===== src/rtl/serial_adder_if.sv =====
// Operand/result bundle for the bit-serial adder: requester drives start and
// operands, the adder returns status and the registered result.
interface serial_adder_if #(
  parameter int WIDTH = 8
);
  logic             start;
  logic [WIDTH-1:0] a;
  logic [WIDTH-1:0] b;
  logic             cin;
  logic             busy;
  logic             done;
  logic [WIDTH-1:0] sum;
  logic             cout;

  modport master (
    output start, a, b, cin,
    input  busy, done, sum, cout
  );

  modport slave (
    input  start, a, b, cin,
    output busy, done, sum, cout
  );
endinterface


===== src/rtl/serial_adder.sv =====
// Bit-serial WIDTH-bit adder: one full-adder stage plus registered carry,
// consuming operands LSB-first, one bit per clock.
module serial_adder #(
  parameter int WIDTH = 8
) (
  input  logic          clk,
  input  logic          rst_n,
  serial_adder_if.slave bus
);
  localparam int            CW       = (WIDTH > 1) ? $clog2(WIDTH) : 1;
  localparam logic [CW-1:0] CNT_LAST = CW'(WIDTH - 1);

  typedef enum logic [1:0] {
    IDLE  = 2'd0,
    SHIFT = 2'd1,
    DONE  = 2'd2
  } state_t;

  state_t           state_q, state_d;
  logic [WIDTH-1:0] ra_q, ra_d;
  logic [WIDTH-1:0] rb_q, rb_d;
  logic [WIDTH-1:0] sum_q, sum_d;
  logic             carry_q, carry_d;
  logic             cout_q, cout_d;
  logic [CW-1:0]    cnt_q, cnt_d;

  logic             s_bit;
  logic             c_bit;
  logic [WIDTH-1:0] ra_shift;

  assign s_bit = ra_q[0] ^ rb_q[0] ^ carry_q;
  assign c_bit = (ra_q[0] & rb_q[0]) | (ra_q[0] & carry_q) | (rb_q[0] & carry_q);

  // Sum bits enter ra at the MSB as operand bits leave at the LSB, so after
  // WIDTH shifts ra holds the complete partial sum.
  generate
    if (WIDTH == 1) begin : g_one
      assign ra_shift = s_bit;
    end else begin : g_multi
      assign ra_shift = {s_bit, ra_q[WIDTH-1:1]};
    end
  endgenerate

  always_comb begin
    state_d = state_q;
    ra_d    = ra_q;
    rb_d    = rb_q;
    carry_d = carry_q;
    cnt_d   = cnt_q;
    sum_d   = sum_q;
    cout_d  = cout_q;
    case (state_q)
      IDLE: begin
        if (bus.start) begin
          ra_d    = bus.a;
          rb_d    = bus.b;
          carry_d = bus.cin;
          cnt_d   = '0;
          state_d = SHIFT;
        end
      end
      SHIFT: begin
        ra_d    = ra_shift;
        rb_d    = rb_q >> 1;
        carry_d = c_bit;
        cnt_d   = cnt_q + 1'b1;
        if (cnt_q == CNT_LAST) begin
          sum_d   = ra_shift;
          cout_d  = c_bit;
          state_d = DONE;
        end
      end
      DONE:    state_d = IDLE;
      default: state_d = IDLE;
    endcase
  end

  always_ff @(posedge clk or negedge rst_n) begin
    if (!rst_n) begin
      state_q <= IDLE;
      ra_q    <= '0;
      rb_q    <= '0;
      carry_q <= 1'b0;
      cnt_q   <= '0;
      sum_q   <= '0;
      cout_q  <= 1'b0;
    end else begin
      state_q <= state_d;
      ra_q    <= ra_d;
      rb_q    <= rb_d;
      carry_q <= carry_d;
      cnt_q   <= cnt_d;
      sum_q   <= sum_d;
      cout_q  <= cout_d;
    end
  end

  assign bus.busy = (state_q != IDLE);
  assign bus.done = (state_q == DONE);
  assign bus.sum  = sum_q;
  assign bus.cout = cout_q;
endmodule


===== src/flat_wrapper.sv =====
// flat-port wrapper written by rule: the top's interface ports become plain ports
module serial_adder_flat 
#(
  parameter int WIDTH = 8
)
  (clk, rst_n, bus_start, bus_a, bus_b, bus_cin, bus_busy, bus_done, bus_sum, bus_cout);
  serial_adder_if #(.WIDTH(WIDTH)) bus_i ();
  input  logic clk;
  input  logic rst_n;
  input wire logic [$bits(bus_i.start)-1:0] bus_start;
  input wire logic [$bits(bus_i.a)-1:0] bus_a;
  input wire logic [$bits(bus_i.b)-1:0] bus_b;
  input wire logic [$bits(bus_i.cin)-1:0] bus_cin;
  output wire logic [$bits(bus_i.busy)-1:0] bus_busy;
  output wire logic [$bits(bus_i.done)-1:0] bus_done;
  output wire logic [$bits(bus_i.sum)-1:0] bus_sum;
  output wire logic [$bits(bus_i.cout)-1:0] bus_cout;
  assign bus_i.start = bus_start;
  assign bus_i.a = bus_a;
  assign bus_i.b = bus_b;
  assign bus_i.cin = bus_cin;
  assign bus_busy = bus_i.busy;
  assign bus_done = bus_i.done;
  assign bus_sum = bus_i.sum;
  assign bus_cout = bus_i.cout;
  serial_adder #(.WIDTH(WIDTH)) u_core (.clk(clk), .rst_n(rst_n), .bus(bus_i));
endmodule

===== config.mk =====
export PLATFORM = sky130hd
export DESIGN_NAME = serial_adder_flat
export DESIGN_NICKNAME = d
export VERILOG_FILES = /design/src/rtl/serial_adder_if.sv /design/src/rtl/serial_adder.sv /design/src/flat_wrapper.sv
export SDC_FILE = /design/constraint.sdc
export NUM_CORES = 1
export LEC_CHECK = 0
export CORE_MARGIN = 5
export CORE_UTILIZATION = 50
export DETAILED_ROUTE_END_ITERATION = 10
export PLACE_DENSITY_LB_ADDON = 0.15
export SYNTH_ARGS = -nofsm -noshare
export SYNTH_HDL_FRONTEND = slang
export SYNTH_SLANG_ARGS = --single-unit

===== constraint.sdc =====
create_clock -name clk -period 2.7 [get_ports clk]
set_clock_uncertainty 0.1 [all_clocks]
set_input_delay 0.27 -clock clk [delete_from_list [all_inputs] [get_ports clk]]
set_output_delay 0.27 -clock clk [all_outputs]
set_load 0.05 [all_outputs]

==> reports/results.txt <==
vias in the first global route = 1109
diode insertion count for antenna repair = 0
number of buffers added for setup after CTS = 0
sinks on the clock net = 31
total routed wirelength = 3.03 mm
Finished Layout Cells = 173
maximum level of the CTS H-tree = 2
die outline area = 0.00416 mm2
critical-path maximum fanout = 15
critical path, cell by cell = or2_2, clkdlybuf4s50_1
Remaining DRCs = 0
global-route wire length before repair = 5.35 mm
die width = 64.5 um
Worst path slowest cell = sky130_fd_sc_hd__clkdlybuf4s50_1
synthesis-to-layout area growth = 23.9%
XOR/XNOR share of the synthesized area = 0%
average cell area after synthesis = 13.2 um2
total negative slack for setup checks = 0 ns
pin count of the biggest net entering global routing = 32
#FFs+latches synth = 31
Slew Limit Headroom = 63.0%
largest family of logic cells by synthesized area = simple AND/OR/NAND/NOR gates
First-pass DRT Iterations = 4
Layout Nets = 164
transition time of the tightest slew-check pin = 0.554 ns
reported leakage power = 0.746 nW
compound-gate portion of the synthesized area = 14.3%
portion of the clock cycle consumed by the worst path in the final layout = 84.3%
Ports = 31
CTS root buf = sky130_fd_sc_hd__clkbuf_4
half-perimeter wire length after placement = 1.97 mm
Final Hold Fails = 0
pwr dens = 1200 mW/mm2
count of mapped cells out of synthesis = 112
outcome = completed
global placement routability congestion = 0.793
synth top area cells = sky130_fd_sc_hd__dfrtp_1, sky130_fd_sc_hd__o221a_2, sky130_fd_sc_hd__or4b_1
starting utilization of the core area = 52.9%
Post-Synth Adder-Cell Area = 3.04%
Vias = 1037
post-DR wirelength/cell = 17.5 um
Gates resized, CTS repair = 0
synthesized-area fraction occupied by and/or/nand/nor cells = 16.2%
library cells used by synthesis = 26
Post-Syn Area = 0.00148 mm2
Cell Rows = 19
number of pins with negative max-slew slack in the final report = 0
most frequently used flop master after synthesis = sky130_fd_sc_hd__dfrtp_1
cell total after placement = 165
setup-violating endpoint count in the final report = 0
Bufs on Longest Clock Path = 2
initial antenna violation count = 0
first element of the critical path = u_core.state_q[0]$_DFFE_PN0P_
worst reg2reg startpoint = u_core.state_q[0]$_DFFE_PN0P_
post-synthesis sequential area ratio = 52.3%
worst stage delay on the critical path = 0.71 ns
number of I/O port buffers = 30
Clk pin slew, worst setup/hold paths = 0.10 ns
area of the core region = 0.00281 mm2
CTS buffer count = 5
data arrival time of the worst path = 1.91 ns
worst hold-check path type = input pin to asynchronous set/reset pin
mean number of vias per cell = 5.99
First DRT Iteration DRCs = 47
highest clock rate = 439 MHz
DRT antenna net count = 0
time the final worst path needs with I/O delays and setup = 2.28 ns
FFs w/ async S/R, synth = 100%
worst supply voltage drop on vdd = 0.491 mV
nets in the synthesized netlist = 135
hold-fix buffer count after cts = 0
most frequent cells in the layout = sky130_fd_sc_hd__dfrtp_1, sky130_fd_sc_hd__clkdlybuf4s50_1, sky130_fd_sc_hd__or4b_1, sky130_fd_sc_hd__o221a_2, sky130_fd_sc_hd__mux2_2
critical path endpoint category = primary output
Post-synth EDFFs = 0
type of the setup path with the least slack = flip-flop to primary output
maxcap violations = 0
sort of element at the start of the critical path = flip-flop
leftover overflow at the end of global routing = 0
fraction of synthesized cell area taken by the top area cell type = 52.3%
number of fillers in the final layout = 234
mux cell area share after synthesis = 7.50%
global router's overall resource usage = 16.9%
number of synthesis warnings = 0
leading cell type in the layout, fill and taps excluded = sky130_fd_sc_hd__dfrtp_1
vertical extent of the die = 64.5 um
share of cells above drive strength 1 = 23.9%
TritonCTS clock tree = done
RSZ-0062 raised after global routing = no
required time of the worst setup path = 2.33 ns
Synth area leader = sky130_fd_sc_hd__dfrtp_1
clock latency at the later pin of the worst-skew pair = 0.33 ns
==> worst max-delay path: cells and delay by family (launching register included) <==
family | cells | cell delay, ns
flops | 1 | 0.52
buf+inv | 1 | 0.71
simple gates | 1 | 0.35
==> synthesized netlist by cell type, drive strengths merged, types with 2 or more instances <==
cell type  number
a22o            2
buf             9
dfrtp          31
ha              2
nor3b           5
clkbuf          2
o221a          11
nor2b           2
nor4b           5
a211oi          5
mux2            9
nand2           2
inv             6
or4b           11
==> metal layers <==
layer	up-vias	share of wire (%)	track usage [%]
met5	-	0	0
met4	0	1.5	8.71
met3	5	5.3	4.66
met2	28	49	26.8
met1	519	44	21.2
li1	485	-	-
==> sequential cells by signal, indices dropped and copies added, names as in the netlist <==
signal	cells
u_core.rb_q	8
u_core.carry_q	1
u_core.cnt_q	3
u_core.ra_q	8
u_core.bus.cout	1
u_core.bus.sum	8
u_core.state_q	2
==> worst paths after layout <==
kind	end	slack, ns	cells after the start
max	bus_busy	0.42	2
min	u_core.bus.sum[0]$_DFFE_PN0P_	0.21	2
max reg2reg	u_core.bus.sum[4]$_DFFE_PN0P_	0.82	3
min reg2reg	u_core.cnt_q[0]$_DFFE_PN0P_	0.39	1
max in group asynchronous	u_core.bus.sum[4]$_DFFE_PN0P_	1.99	2
min in group clk	u_core.cnt_q[0]$_DFFE_PN0P_	0.39	1
==> layout make-up <==
type / instances / area, um2 / area share, %
Tap cell: 31 / 38.8 / 2.11
Clock buffer: 8 / 68.8 / 3.74
Multi-Input combinational cell: 64 / 609 / 33.2
Inverter: 6 / 22.5 / 1.23
Sequential cell: 31 / 776 / 42.2
Timing Repair Buffer: 33 / 323 / 17.6
==> cells by family after synthesis <==
kind of cell,Yosys count
muxes,10
buffers and inverters,17
adders and majority gates,3
DFF,31
AOI/OAI and AO/OA,22
and+or+nand+nor,29
==> per-stage QoR <==
stage	instance area (um2)	total power [mW]	utilization, %	worst slack, ns	hold WS, ns
after floorplan	1480	1.62	-	0.941	-0.126
after detailed placement	1770	1.91	63.1	0.756	0.386
final	1840	2.20	65.5	0.425	0.206
after CTS	1840	2.23	65.5	0.413	0.219
after global routing	1840	2.36	65.5	0.321	0.242
after global placement	1770	1.87	63.1	0.791	0.377
==> power by group <==
group | internal, mW | switching [mW] | total (mW) | leakage [nW]
Combinational | 0.489 | 0.556 | 1.05 | 0.350
Sequential | 0.687 | 0.158 | 0.845 | 0.357
Clock | 0.153 | 0.160 | 0.313 | 0.0386
Power figures use the tool's default switching activity.
